### config.mk
export PLATFORM = sky130hd
export DESIGN_NAME = imem_uart_loader
export DESIGN_NICKNAME = d
export VERILOG_FILES = /design/src/rtl/imem_uart_loader.sv
export SDC_FILE = /design/constraint.sdc
export NUM_CORES = 1
export LEC_CHECK = 0
export ABC_AREA = 1
export ABC_CLOCK_PERIOD_IN_PS = 1900
export CELL_PAD_IN_SITES_DETAIL_PLACEMENT = 1
export CELL_PAD_IN_SITES_GLOBAL_PLACEMENT = 2
export CORE_ASPECT_RATIO = 1.4
export CORE_MARGIN = 5
export CORE_UTILIZATION = 33
export CTS_BUF_LIST = sky130_fd_sc_hd__clkbuf_4 sky130_fd_sc_hd__clkbuf_8 sky130_fd_sc_hd__clkbuf_16
export CTS_CLUSTER_SIZE = 10
export DETAILED_ROUTE_END_ITERATION = 8
export PLACE_DENSITY_LB_ADDON = 0.3
export SLEW_MARGIN = 20
export SYNTH_ARGS = -nofsm -noshare
export SYNTH_HDL_FRONTEND = slang
export SYNTH_SLANG_ARGS = --single-unit
### constraint.sdc
create_clock -name i_clk -period 1.9 [get_ports i_clk]
set_input_delay 0.475 -clock i_clk [delete_from_list [all_inputs] [get_ports i_clk]]
set_output_delay 0.475 -clock i_clk [all_outputs]
set_load 0.05 [all_outputs]
### src/rtl/imem_uart_loader.sv
// UART boot loader: receives 8N1 bytes, builds a little-endian length then
// little-endian instruction words, and writes them into instruction memory.
module imem_uart_loader #(
    parameter int CLKS_PER_BIT = 434,
    parameter int DEPTH        = 2048
) (
    input  logic        i_clk,
    input  logic        i_reset,
    input  logic        i_rx,
    output logic [31:0] o_waddr,
    output logic [31:0] o_wdata,
    output logic [3:0]  o_bmask,
    output logic        o_wren,
    output logic        o_hold,
    output logic        o_done,
    output logic        o_err
);

    localparam int AW = $clog2(DEPTH) + 1;
    localparam int CW = $clog2(CLKS_PER_BIT);
    localparam logic [CW-1:0] BIT_END  = CW'(CLKS_PER_BIT - 1);
    localparam logic [CW-1:0] HALF_END = CW'(CLKS_PER_BIT / 2 - 1);

    localparam logic [1:0] RX_IDLE  = 2'd0;
    localparam logic [1:0] RX_START = 2'd1;
    localparam logic [1:0] RX_DATA  = 2'd2;
    localparam logic [1:0] RX_STOP  = 2'd3;

    localparam logic [1:0] L_LEN  = 2'd0;
    localparam logic [1:0] L_DATA = 2'd1;
    localparam logic [1:0] L_DONE = 2'd2;

    logic          sync1_q, sync2_q, prev_q;
    logic [1:0]    rx_state_q, rx_state_d;
    logic [CW-1:0] cnt_q, cnt_d;
    logic [2:0]    bit_q, bit_d;
    logic [7:0]    shift_q, shift_d;
    logic          byte_vld, frame_err;

    logic [1:0]    ld_state_q, ld_state_d;
    logic [1:0]    byte_cnt_q, byte_cnt_d;
    logic [23:0]   asm_q, asm_d;
    logic [AW-1:0] n_q, n_d;
    logic [AW-1:0] word_cnt_q, word_cnt_d;
    logic [AW-1:0] waddr_q, waddr_d;
    logic [31:0]   wdata_q, wdata_d;
    logic [3:0]    bmask_q, bmask_d;
    logic          wren_q, wren_d;
    logic          err_q, err_d;
    logic [31:0]   full_word;

    // The stop-bit sample drops straight back to RX_IDLE, so a start bit that
    // follows without an idle gap is still caught by the edge detector.
    always_comb begin
        rx_state_d = rx_state_q;
        cnt_d      = cnt_q;
        bit_d      = bit_q;
        shift_d    = shift_q;
        byte_vld   = 1'b0;
        frame_err  = 1'b0;
        case (rx_state_q)
            RX_IDLE: begin
                if (prev_q && !sync2_q) begin
                    rx_state_d = RX_START;
                    cnt_d      = '0;
                end
            end
            RX_START: begin
                if (cnt_q == HALF_END) begin
                    cnt_d      = '0;
                    bit_d      = '0;
                    rx_state_d = sync2_q ? RX_IDLE : RX_DATA;
                end else begin
                    cnt_d = cnt_q + 1'b1;
                end
            end
            RX_DATA: begin
                if (cnt_q == BIT_END) begin
                    cnt_d   = '0;
                    shift_d = {sync2_q, shift_q[7:1]};
                    bit_d   = bit_q + 3'd1;
                    if (bit_q == 3'd7) rx_state_d = RX_STOP;
                end else begin
                    cnt_d = cnt_q + 1'b1;
                end
            end
            RX_STOP: begin
                if (cnt_q == BIT_END) begin
                    cnt_d      = '0;
                    byte_vld   = sync2_q;
                    frame_err  = !sync2_q;
                    rx_state_d = RX_IDLE;
                end else begin
                    cnt_d = cnt_q + 1'b1;
                end
            end
            default: rx_state_d = RX_IDLE;
        endcase
    end

    always_ff @(posedge i_clk or negedge i_reset) begin
        if (!i_reset) begin
            sync1_q    <= 1'b1;
            sync2_q    <= 1'b1;
            prev_q     <= 1'b1;
            rx_state_q <= RX_IDLE;
            cnt_q      <= '0;
            bit_q      <= '0;
            shift_q    <= '0;
        end else begin
            sync1_q    <= i_rx;
            sync2_q    <= sync1_q;
            prev_q     <= sync2_q;
            rx_state_q <= rx_state_d;
            cnt_q      <= cnt_d;
            bit_q      <= bit_d;
            shift_q    <= shift_d;
        end
    end

    // Lower three bytes shift in from the top, so the fourth byte completes the word.
    assign full_word = {shift_q, asm_q};

    always_comb begin
        ld_state_d = ld_state_q;
        byte_cnt_d = byte_cnt_q;
        asm_d      = asm_q;
        n_d        = n_q;
        word_cnt_d = word_cnt_q;
        waddr_d    = waddr_q;
        wdata_d    = wdata_q;
        bmask_d    = 4'h0;
        wren_d     = 1'b0;
        err_d      = err_q;
        case (ld_state_q)
            L_LEN: begin
                if (frame_err) begin
                    err_d      = 1'b1;
                    byte_cnt_d = '0;
                end else if (byte_vld) begin
                    if (byte_cnt_q == 2'd3) begin
                        byte_cnt_d = '0;
                        if (full_word == 32'd0) begin
                            ld_state_d = L_DONE;
                        end else if (full_word > 32'(DEPTH)) begin
                            err_d = 1'b1;
                        end else begin
                            n_d        = full_word[AW-1:0];
                            word_cnt_d = '0;
                            ld_state_d = L_DATA;
                        end
                    end else begin
                        asm_d      = {shift_q, asm_q[23:8]};
                        byte_cnt_d = byte_cnt_q + 2'd1;
                    end
                end
            end
            L_DATA: begin
                if (wren_q) begin
                    word_cnt_d = word_cnt_q + 1'b1;
                    if (word_cnt_q == n_q - 1'b1) ld_state_d = L_DONE;
                end
                if (frame_err) begin
                    err_d      = 1'b1;
                    byte_cnt_d = '0;
                    ld_state_d = L_LEN;
                end else if (byte_vld) begin
                    if (byte_cnt_q == 2'd3) begin
                        byte_cnt_d = '0;
                        wren_d     = 1'b1;
                        bmask_d    = 4'hF;
                        waddr_d    = word_cnt_q;
                        wdata_d    = full_word;
                    end else begin
                        asm_d      = {shift_q, asm_q[23:8]};
                        byte_cnt_d = byte_cnt_q + 2'd1;
                    end
                end
            end
            L_DONE: ;
            default: ld_state_d = L_LEN;
        endcase
    end

    always_ff @(posedge i_clk or negedge i_reset) begin
        if (!i_reset) begin
            ld_state_q <= L_LEN;
            byte_cnt_q <= '0;
            asm_q      <= '0;
            n_q        <= '0;
            word_cnt_q <= '0;
            waddr_q    <= '0;
            wdata_q    <= '0;
            bmask_q    <= 4'h0;
            wren_q     <= 1'b0;
            err_q      <= 1'b0;
        end else begin
            ld_state_q <= ld_state_d;
            byte_cnt_q <= byte_cnt_d;
            asm_q      <= asm_d;
            n_q        <= n_d;
            word_cnt_q <= word_cnt_d;
            waddr_q    <= waddr_d;
            wdata_q    <= wdata_d;
            bmask_q    <= bmask_d;
            wren_q     <= wren_d;
            err_q      <= err_d;
        end
    end

    assign o_waddr = {{(32 - AW){1'b0}}, waddr_q};
    assign o_wdata = wdata_q;
    assign o_bmask = bmask_q;
    assign o_wren  = wren_q;
    assign o_hold  = (ld_state_q != L_DONE);
    assign o_done  = (ld_state_q == L_DONE);
    assign o_err   = err_q;

endmodule

After elaboration in Yosys (flattened, before gate mapping)
Cells that the tools add are included.
{"block": "op_classes", "addsub": 5, "magnitude_cmp": 1, "n_eq_ne": 30, "n_mux": 52, "bitwise": 5, "reduce_logical": 20}
{"cell": "12-bit 2-to-1 mux", "count": 6}
{"cell": "2-bit 2-to-1 mux", "count": 17}
{"cell": "32-bit by 12-bit greater-than comparator with 1-bit output (second input constant)", "count": 1}
{"cell": "32-bit logical NOT", "count": 1}
{"cell": "9-bit 2-to-1 mux", "count": 3}
{"cell": "9-bit one-hot mux with 3 select lines", "count": 1}
{"cell": "2-bit inequality test (second input constant)", "count": 13}
{"cell": "12-bit one-hot mux with 2 select lines", "count": 1}
{"cell": "3-bit inequality test (second input constant)", "count": 7}
{"cell": "4-bit 2-to-1 mux", "count": 4}
{"cell": "1-bit 2-to-1 mux", "count": 14}
{"cell": "7-bit AND reduction", "count": 2}
{"cell": "12-bit by 1-bit adder with 12-bit output (second input constant)", "count": 1}
{"cell": "12-bit equality test", "count": 1}
{"cell": "6-bit AND reduction", "count": 2}
{"cell": "12-bit by 1-bit subtractor with 12-bit output (second input constant)", "count": 1}
{"cell": "9-bit by 1-bit adder with 9-bit output (second input constant)", "count": 1}
{"cell": "9-bit by 8-bit equality test with 1-bit output (second input constant)", "count": 1}
{"cell": "9-bit equality test (second input constant)", "count": 1}
{"cell": "2-bit equality test (second input constant)", "count": 4}
{"cell": "2-bit one-hot mux with 4 select lines", "count": 1}
{"cell": "4-bit AND reduction", "count": 2}
{"cell": "3-bit 2-to-1 mux", "count": 2}
{"cell": "2-bit one-hot mux with 3 select lines", "count": 1}
{"cell": "15 further kinds", "count": 25}
{"block": "word_totals", "regBits": 127, "inputBits": 3}

Longest topological paths before layout
Gate-level depths: netlist of the first run.
{"block": "logic_depth", "word_depth": 7, "mapped_depth": 16, "depth_no_buf": 16}

Least setup slack after synthesis of the first run
No wires, ideal clock.
{"block": "synth_timing", "path_kind": "register -> register", "startpoint": "register ld_state_q[1]", "endpoint": "register ld_state_q[1]", "setup_ps": 138, "arrival_time_ps": 1986, "path_slack_ps": -223, "stages_incl_launch_ff": 8, "path_buffers": 0, "period_less_slack_ps": 2123, "path_cell_list": "dfrtp_1 -> inv_1 -> nor2_1 -> inv_1 -> nand3_1 -> nor2_1 -> nand3_1 -> nand2_1"}
{"block": "synth_via", "elab_chain_cells": 3, "word_cells_on_any_way": 12, "classes_between": "8 x eq/ne; 1 x mux; 1 x bitwise; 2 x reduce/logical"}
{"element": "start: declaration", "line_no": "40", "source": "logic [1:0] ld_state_q, ld_state_d;"}
{"element": "start signal: assignment", "line_no": "198", "source": "ld_state_q <= ld_state_d;"}
{"element": "2-bit equality test (*)"}
{"element": "net o_done", "line_no": "15", "source": "output logic o_done,"}
{"element": "1-bit NOT (no line)"}
{"element": "7-bit AND reduction (no line)"}
Mark *: on every way through the listed nets, which the timed path passes. The rest lies on a longest branch.
A chain may end at the register's enable or synchronous reset.

Final worst setup path of the first run
{"block": "layout_timing", "startpoint": "register cnt_q[1]", "endpoint": "register n_q[9]"}
{"block": "layout_via", "elab_chain_cells": 5, "word_cells_on_any_way": 7, "classes_between": "1 x eq/ne; 4 x mux; 1 x bitwise; 1 x reduce/logical"}
{"element": "start: declaration", "line_no": "35", "source": "logic [CW-1:0] cnt_q, cnt_d;"}
{"element": "start signal: assignment", "line_no": "115", "source": "cnt_q <= cnt_d;"}
{"element": "9-bit equality test (*)", "line_no": "88", "source": "if (cnt_q == BIT_END) begin"}
{"element": "1-bit 2-to-1 mux", "line_no": "88"}
{"element": "1-bit 2-to-1 mux", "line_no": "61", "source": "case (rx_state_q)"}
{"element": "1-bit NOT (no line)"}
{"element": "6-bit AND reduction (no line) (*)"}
{"element": "end signal: assignment", "line_no": "201", "source": "n_q <= n_d;"}
{"element": "end: declaration", "line_no": "43", "source": "logic [AW-1:0] n_q, n_d;"}
Every way passes the cells marked *; elsewhere a longest branch is shown, timed or not.

==> Implementation_results.wiki, run 1 <==
{| class="wikitable"
! Metric !! Value
|-
| Buffer levels on the longest clock path || 2
|-
| Launch point of the worst reg-to-reg path || cnt_q[1]
|-
| Required time of the worst setup path || 2200 ps
|-
| Via count of the first global-routing pass || 5579
|-
| Clock sink count || 123
|-
| Synthesis warning total || 0
|-
| Cells taking the most area after synthesis || sky130_fd_sc_hd__dfrtp_1 (50%), sky130_fd_sc_hd__nand2_1 (13%), sky130_fd_sc_hd__o21ai_1 (6.2%)
|-
| Dominant register cell in the synthesized netlist || sky130_fd_sc_hd__dfrtp_1
|-
| PD cells || 815 nW/um^2
|-
| Via count of the routed design || 5242
|-
| Failing checks || negative setup slack
|-
| Worst vdd ir || 0.586 mV
|-
| Routed wire per std cell || 16.7 um
|-
| Crit path max fanout || 6
|-
| Area share of the largest cell type after synthesis || 49.7%
|-
| Die span in y || 170 um
|-
| Count of pins on the block boundary || 75
|-
| DRC violation count after routing || 0
|-
| Class of the tightest hold or removal check || reg2reg
|-
| Hold wc startpoint || sync1_q
|-
| Last weighted congestion value of the routability-driven placer || 0.789
|-
| Startpoint Class || flip-flop
|-
| Ys async rst share || 100%
|-
| Total CTS buffers || 17
|-
| Max-slew violation total from the final report || 0
|-
| Achievable Freq || 515 MHz
|-
| Static leakage || 3.88 nW
|-
| Layout net count || 846
|-
| Maximum number of pins on one net before global-route repair || 42
|-
| Util after Layout || 46.6%
|-
| Count of state elements after synthesis || 123
|-
| Overflow left after global routing || 0
|-
| Clock tree root buffer cell || sky130_fd_sc_hd__clkbuf_16
|-
| Post-Syn Area || 6040 um^2
|-
| Endpoint with the worst hold slack || sync2_q
|-
| Aggregate routed wire length || 18200 um
|-
| Wire length of the first global-routing pass || 27900 um
|-
| Later-pin clock latency in the skew report || 420 ps
|-
| Final Instance Count excl. Fillers || 1088
|-
| Clock tree from TritonCTS || built
|-
| Setup WS post-layout || -42.5 ps
|-
| Register-to-register path setup slack || -40 ps
|-
| Period minus WS final || 1940 ps
|-
| Antenna violations before repair || 0
|-
| Drt pass-1 iters || 4
|-
| Outcome || finished with violations
|-
| Synth-to-layout area growth || 38.7%
|-
| Final worst clock skew || 7.19 ps
|-
| Final cycle utilization of the critical path || 102%
|-
| Hold Fails Final Rpt || 0
|-
| Vias per cell || 4.82
|-
| Worst path arrival time || 2250 ps
|-
| Layout fillers || 2114
|-
| GR Util All Layers || 16.2%
|-
| Type of destination of the critical path || flip-flop
|-
| Starting Density || 33.6%
|-
| Instance count along the most critical hold path || 0
|-
| Total setup violations reported at the end of the flow || 21
|-
| Setup repair after global routing missed its margin || true
|-
| Share of synthesized area occupied by flip-flops and latches || 51.0%
|-
| Half-perimeter wire length after placement || 12200 um
|-
| Ratio of cells with drive above 1 in the final layout || 34.4%
|-
| Post-Synthesis Cells || 722
|-
| Mean area per synthesized cell || 8.37 um^2
|-
| Reg2reg path depth || 13
|-
| Reg2Reg Capture Point || n_q[9]
|-
| Minimum hold slack || 358 ps
|-
| Number of buffers inserted by port buffering || 54
|-
| Most common cell after layout, fill and taps aside || sky130_fd_sc_hd__nand2_1
|-
| Die width || 124 um
|-
| Number of standard-cell rows in the floorplan || 58
|-
| Number of diodes added for antenna fixing || 0
|-
| Clock-pin slew on the worst setup and hold paths || 60 ps
|-
| CTS H-Tree Depth || 4
|-
| Number of placed instances with taps included || 1033
|-
| Category of the critical setup timing path || reg2reg
|-
| DP Worst Slack || -35.9 ps
|-
| Full die area || 21200 um^2
|-
| Iteration-0 DRC Markers || 113
|-
| Maximum capacitance violations || 0
|-
| Netlist cell types || 38
|-
| Count of flip-flops with a built-in enable after synthesis || 0
|-
| Cell type contributing the most total cell area after synthesis || sky130_fd_sc_hd__dfrtp_1
|-
| Antenna violation net count after detailed routing || 0
|-
| Area of the core || 18000 um^2
|-
| Highest-count cells in the layout ignoring fill and taps || sky130_fd_sc_hd__nand2_1 (154), sky130_fd_sc_hd__dfrtp_1 (119), sky130_fd_sc_hd__buf_4 (95)
|}
[worst max-delay path, stage by stage, from the launching register on]
cell and delay [ps]:
sky130_fd_sc_hd__dfrtp_1 390, sky130_fd_sc_hd__inv_2 80, sky130_fd_sc_hd__ha_4 130, sky130_fd_sc_hd__nand2_2 50
sky130_fd_sc_hd__nor3_2 170, sky130_fd_sc_hd__nand2_2 100, sky130_fd_sc_hd__nor2_4 170, sky130_fd_sc_hd__buf_6 140
sky130_fd_sc_hd__nand3_4 70, sky130_fd_sc_hd__nor2_4 100, sky130_fd_sc_hd__nand2_4 100, sky130_fd_sc_hd__clkbuf_16 200
sky130_fd_sc_hd__nand2_2 60, sky130_fd_sc_hd__o21ai_1 60
[through the flow]
| step | instance area [um^2] | total power, mW | TNS [ps] |
|---|---|---|---|
| 6_report | 8380 | 6.83 | -366 |
| 5_1_grt | 8380 | 7.13 | -9660 |
| 4_1_cts | 7650 | 6.80 | -281 |
| 3_5_place_dp | 6940 | 3.40 | -235 |
| 3_3_place_gp | 6940 | 3.36 | 0 |
| 2_1_floorplan | 6120 | 3.20 | 0 |
[repair_timing]
item | CTS | global route
buffers inserted | 5 | 5
cloned | 1 | 11
pin swaps | 1 | 16
hold buffers | 1 | 0
resized for setup | 7 | 134
setup endpoints to repair | 69 | 98
hold endpoints to repair | 17 | 0
[cell type report]
| cell class | instances | area (um^2) | area share [%] |
|---|---|---|---|
| multi-input cells | 492 | 2900 | 34.6 |
| clock inverters | 11 | 134 | 1.60 |
| flip-flops and latches | 123 | 3080 | 36.8 |
| well taps | 240 | 300 | 3.58 |
| inverters | 81 | 304 | 3.63 |
| clock buffers | 21 | 474 | 5.66 |
| repair buffers | 120 | 1190 | 14.2 |
[Yosys cell counts (2+ instances only)]
cell type / n
sky130_fd_sc_hd__inv_2: 3
sky130_fd_sc_hd__or2_2: 6
sky130_fd_sc_hd__buf_4: 24
sky130_fd_sc_hd__buf_6: 7
sky130_fd_sc_hd__nor2_2: 4
sky130_fd_sc_hd__nor2_1: 40
sky130_fd_sc_hd__o21ai_1: 75
sky130_fd_sc_hd__dfrtp_1: 120
sky130_fd_sc_hd__inv_1: 78
sky130_fd_sc_hd__xnor2_1: 6
sky130_fd_sc_hd__nand4_1: 8
sky130_fd_sc_hd__nor3_2: 4
sky130_fd_sc_hd__nand2_2: 12
sky130_fd_sc_hd__o21ai_0: 19
sky130_fd_sc_hd__nor3_1: 9
sky130_fd_sc_hd__buf_2: 7
sky130_fd_sc_hd__o22ai_1: 2
sky130_fd_sc_hd__ha_1: 8
sky130_fd_sc_hd__nand2_1: 202
sky130_fd_sc_hd__nand3_1: 35
sky130_fd_sc_hd__clkbuf_1: 7
sky130_fd_sc_hd__xor2_1: 5
sky130_fd_sc_hd__o21ai_2: 16
sky130_fd_sc_hd__dfstp_2: 3
sky130_fd_sc_hd__nand3b_1: 4
sky130_fd_sc_hd__a21oi_1: 6
[registers in the layout, indices dropped and copies added, names as in the netlist, 2 cells and up, named ones only]
register,flops
bit_q,3
asm_q,24
n_q,12
byte_cnt_q,2
word_cnt_q,12
ld_state_q,2
waddr_q,12
o_wdata,32
cnt_q,9
shift_q,8
[routing by layer]
metal / wire (um) / vias up / global-route usage (%) / share of wire, %
met5: 0 / - / 0 / 0
met4: 200 / 0 / 6.29 / 1.1
met3: 371 / 17 / 3.11 / 2.0
met2: 10400 / 59 / 31.2 / 57
met1: 7180 / 2666 / 17.5 / 39
li1: - / 2500 / - / -
[where the power goes]
group | switching (mW) | internal [mW] | total (mW)
clock | 1.26 | 2.07 | 3.33
combinational | 0.493 | 0.227 | 0.720
sequential | 0.0911 | 2.69 | 2.78
total | 1.84 | 4.98 | 6.83
[cell families after synthesis]
logic type | after synthesis | synth area share, %
and+or+nand+nor | 328 | 23.6
AOI/OAI and AO/OA | 125 | 11.7
buffers and inverters | 126 | 10.3
xor gates and xnor gates | 11 | 1.59
DFF | 123 | 51.0
adders and majority gates | 8 | 1.66
other | 1 | 0.0621
[worst max-delay path by stage]
stage                   from       endpoint
5_1_grt             cnt_q[1]       asm_q[9]
2_1_floorplan  ld_state_q[1]  ld_state_q[1]
4_1_cts             cnt_q[1]      asm_q[19]
6_report            cnt_q[1]         n_q[9]
3_5_place_dp          n_q[1]  ld_state_q[0]
3_3_place_gp          n_q[1]  ld_state_q[0]
Power figures use the tool's default switching activity.
==> run 2, diff against run 1 <==
Settings changed: CAP_MARGIN set to 15.
==> results of run 2 <==
The final DEF is identical to that of run 1; final timing and power are the same.
==> run 3, diff against run 2 <==
Settings changed: CORE_MARGIN 5 to 2.
==> run 3 against run 2 <==
Register-to-register slack lost 60 ps. Non-clock buffer count grew 20. Sequential power is essentially flat. Final cell count grew 1.9%. Critical path depth is the same. Clock power shrank 4%. Clock-buffer cell count shrank 1. Fmax shrank 2.8%. Largest power group unchanged. Clock skew is essentially flat. Die area shrank 8.2%. Via count grew 3.6%. The run still ends with negative setup slack left.
==> Implementation_results.wiki, run 3 (synthesized netlist as in run 1, its figures left out) <==
{| class="wikitable"
! Metric !! Value
|-
| Outcome || finished with violations
|-
| Failing checks || negative setup slack
|-
| Clock tree root buffer cell || sky130_fd_sc_hd__clkbuf_16
|-
| Final worst clock skew || 6.96 ps (-0.234 ps)
|-
| Full die area || 19400 um^2 (-8.2%)
|-
| Iteration-0 DRC Markers || 166 (+47%)
|-
| Total setup violations reported at the end of the flow || 67 (+220%)
|-
| Clock sink count || 123 (unchanged)
|-
| Half-perimeter wire length after placement || 12000 um (-1.4%)
|-
| Most repeated library cell on the critical path || sky130_fd_sc_hd__inv_2
|-
| Slew HR || 55.1%
|-
| Total CTS buffers || 17 (unchanged)
|-
| Routed wire per std cell || 18.7 um (+12%)
|-
| Clock tree from TritonCTS || built
|-
| Placed instance area || 7010 um^2 (+1.1%)
|-
| GR Util All Layers || 17.8% (+1.5 points)
|-
| Last weighted congestion value of the routability-driven placer || 0.821 (+4.0%)
|-
| Vias per cell || 4.90 (+1.6%)
|-
| Later-pin clock latency in the skew report || 430 ps (about the same)
|-
| Die span in y || 164 um (-3.5%)
|-
| Clock-pin slew on the worst setup and hold paths || 60 ps (about the same)
|-
| Wire length of the first global-routing pass || 27000 um (-3.4%)
|-
| Max-slew violation total from the final report || 0 (unchanged)
|-
| Maximum single-stage delay on the critical path || 390 ps (about the same)
|-
| Synth-to-layout area growth || 46.7%
|-
| Util after Layout || 49.4% (+2.9 points)
|-
| Post-Layout Inst Area || 8860 um^2 (+5.8%)
|-
| Number of diodes added for antenna fixing || 0 (unchanged)
|-
| Static leakage || 4.06 nW (+4.8%)
|-
| Aggregate routed wire length || 20800 um (+14%)
|-
| Wire length on met2 || 11700 um (+12%)
|-
| PD cells || 762 nW/um^2 (-6.5%)
|-
| Setup repair after global routing missed its margin || true
|-
| DR top layer || met4
|-
| Period minus WS final || 2000 ps (+55.4 ps)
|-
| Worst-path cell with the longest stage delay || sky130_fd_sc_hd__dfrtp_1
|-
| Maximum capacitance violations || 0 (unchanged)
|-
| Buffer levels on the longest clock path || 2 (unchanged)
|-
| Hold Fails Final Rpt || 0 (unchanged)
|-
| Crit path max fanout || 7 (+1)
|-
| Maximum number of pins on one net before global-route repair || 87 (+110%)
|-
| Drt pass-1 iters || 4 (unchanged)
|-
| Achievable Freq || 501 MHz (-2.8%)
|-
| Antenna violation net count after detailed routing || 0 (unchanged)
|-
| Class of the tightest hold or removal check || reg2reg
|-
| Minimum hold slack || 355 ps (-2.72 ps)
|-
| Required time of the worst setup path || 2200 ps (about the same)
|-
| Number of buffers inserted by port buffering || 54 (unchanged)
|-
| M1 wire length || 8100 um (+13%)
|-
| Antenna violations before repair || 0 (unchanged)
|-
| Ratio of cells with drive above 1 in the final layout || 41.8% (+7.3 points)
|-
| Number of standard-cell rows in the floorplan || 58 (unchanged)
|-
| Worst vdd ir || 0.543 mV (-7.4%)
|-
| Type of destination of the critical path || flip-flop
|-
| Number of flip-flops in the largest register || 32 (unchanged)
|-
| Highest-count cells in the layout ignoring fill and taps || sky130_fd_sc_hd__nand2_1 (119), sky130_fd_sc_hd__dfrtp_1 (119), sky130_fd_sc_hd__buf_4 (107)
|-
| Layout net count || 867 (+2.5%)
|-
| Crit path cell chain || inv_2 > ha_4 > nand2_4 > nor3_4 > nand2_2 > inv_2 > nand4_4 > nor2_4 > buf_6 > nand2_8 > buf_12 > nand2_1 > o21ai_1
|-
| CTS H-Tree Depth || 4 (unchanged)
|-
| Worst path arrival time || 2300 ps (+50 ps)
|-
| Area of the core || 17900 um^2 (-0.40%)
|-
| Die width || 118 um (-4.8%)
|-
| Via count of the first global-routing pass || 5443 (-2.4%)
|-
| Starting Density || 33.7% (+0.14 points)
|-
| Register-to-register path setup slack || -100 ps (-60 ps)
|-
| WL met3 || 567 um (+53%)
|-
| Category of the critical setup timing path || reg2reg
|-
| Overflow left after global routing || 0 (unchanged)
|-
| Setup WS post-layout || -98.0 ps (-55.4 ps)
|-
| Final cycle utilization of the critical path || 105% (+2.9 points)
|-
| Count of pins on the block boundary || 75 (unchanged)
|-
| Via count of the routed design || 5429 (+3.6%)
|-
| Slew at the pin closest to its max-slew limit || 673 ps
|-
| Startpoint Class || flip-flop
|-
| DRC violation count after routing || 0 (unchanged)
|}
[run 3: cell types whose count changed in the layout (fill, tap and decap cells not counted), moves of 3 or more]
| cell | change |
|---|---|
| sky130_fd_sc_hd__buf_12 | +5 |
| sky130_fd_sc_hd__buf_4 | +12 |
| sky130_fd_sc_hd__clkbuf_16 | +4 |
| sky130_fd_sc_hd__inv_1 | +4 |
| sky130_fd_sc_hd__inv_2 | -4 |
| sky130_fd_sc_hd__inv_6 | -3 |
| sky130_fd_sc_hd__nand2_1 | -35 |
| sky130_fd_sc_hd__nand2_2 | +28 |
| sky130_fd_sc_hd__nand2_4 | +6 |
| sky130_fd_sc_hd__nor2_1 | -3 |
| sky130_fd_sc_hd__nor2_2 | +3 |
| sky130_fd_sc_hd__o21ai_1 | -14 |
| sky130_fd_sc_hd__o21ai_2 | +14 |
[run 3: area by class of cell]
cell class                 count  area [um^2]
clock buffer                  20          467
clock inverter                12          115
fill                        2048         9060
inverter                      81          304
multi-input combinational    493         3120
sequential                   123         3080
tap                          240          300
timing repair buffer         140         1470
[run 3: final timing paths]
check / startpoint / endpoint / cells past startpoint
max: cnt_q[1] / o_wdata[7] / 13
min: sync1_q / sync2_q / 0
max reg2reg: cnt_q[1] / o_wdata[7] / 13
min reg2reg: sync1_q / sync2_q / 0
max in group asynchronous: i_reset / ld_state_q[1] / 3
min in group asynchronous: i_reset / o_wdata[29] / 2
[run 3: what timing repair did]
item / CTS / global route
setup endpoints to repair: 3 / 101
buffers inserted: 2 / 10
pin swaps: 1 / 6
endpoints found under the hold margin: 19 / 0
gates resized for setup: 5 / 207
gates cloned: 0 / 21
hold buffers: 1 / 0
[run 3: stage by stage]
stage	power, mW	setup WS [ps]	TNS [ps]	std cells
2_1_floorplan	3.20	120	0	741
3_3_place_gp	3.41	-99.6	-156	1043
3_5_place_dp	3.45	-131	-204	1043
4_1_cts	6.66	1.16	0	1078
5_1_grt	7.01	-175	-10380	1109
6_report	6.75	-98.0	-1880	1109
[run 3: routing by layer]
metal	up-vias	global-route usage, %
met3	34	4.06
met2	88	32.7
li1	2551	-
met5	-	0
met1	2756	19.3
met4	0	7.94
[run 3: critical path: cells and delay by family, from the launching register on]
kind                       cells  cell delay [ps]
and+or+nand+nor                7              740
DFF                            1              390
AOI/OAI and AO/OA              1               80
adders and majority gates      1              130
buffers and inverters          4              520
[run 3: power by group]
group / switching [mW] / total, mW / internal (mW)
logic: 0.519 / 0.793 / 0.274
registers: 0.0794 / 2.76 / 2.68
clock network: 1.28 / 3.19 / 1.91
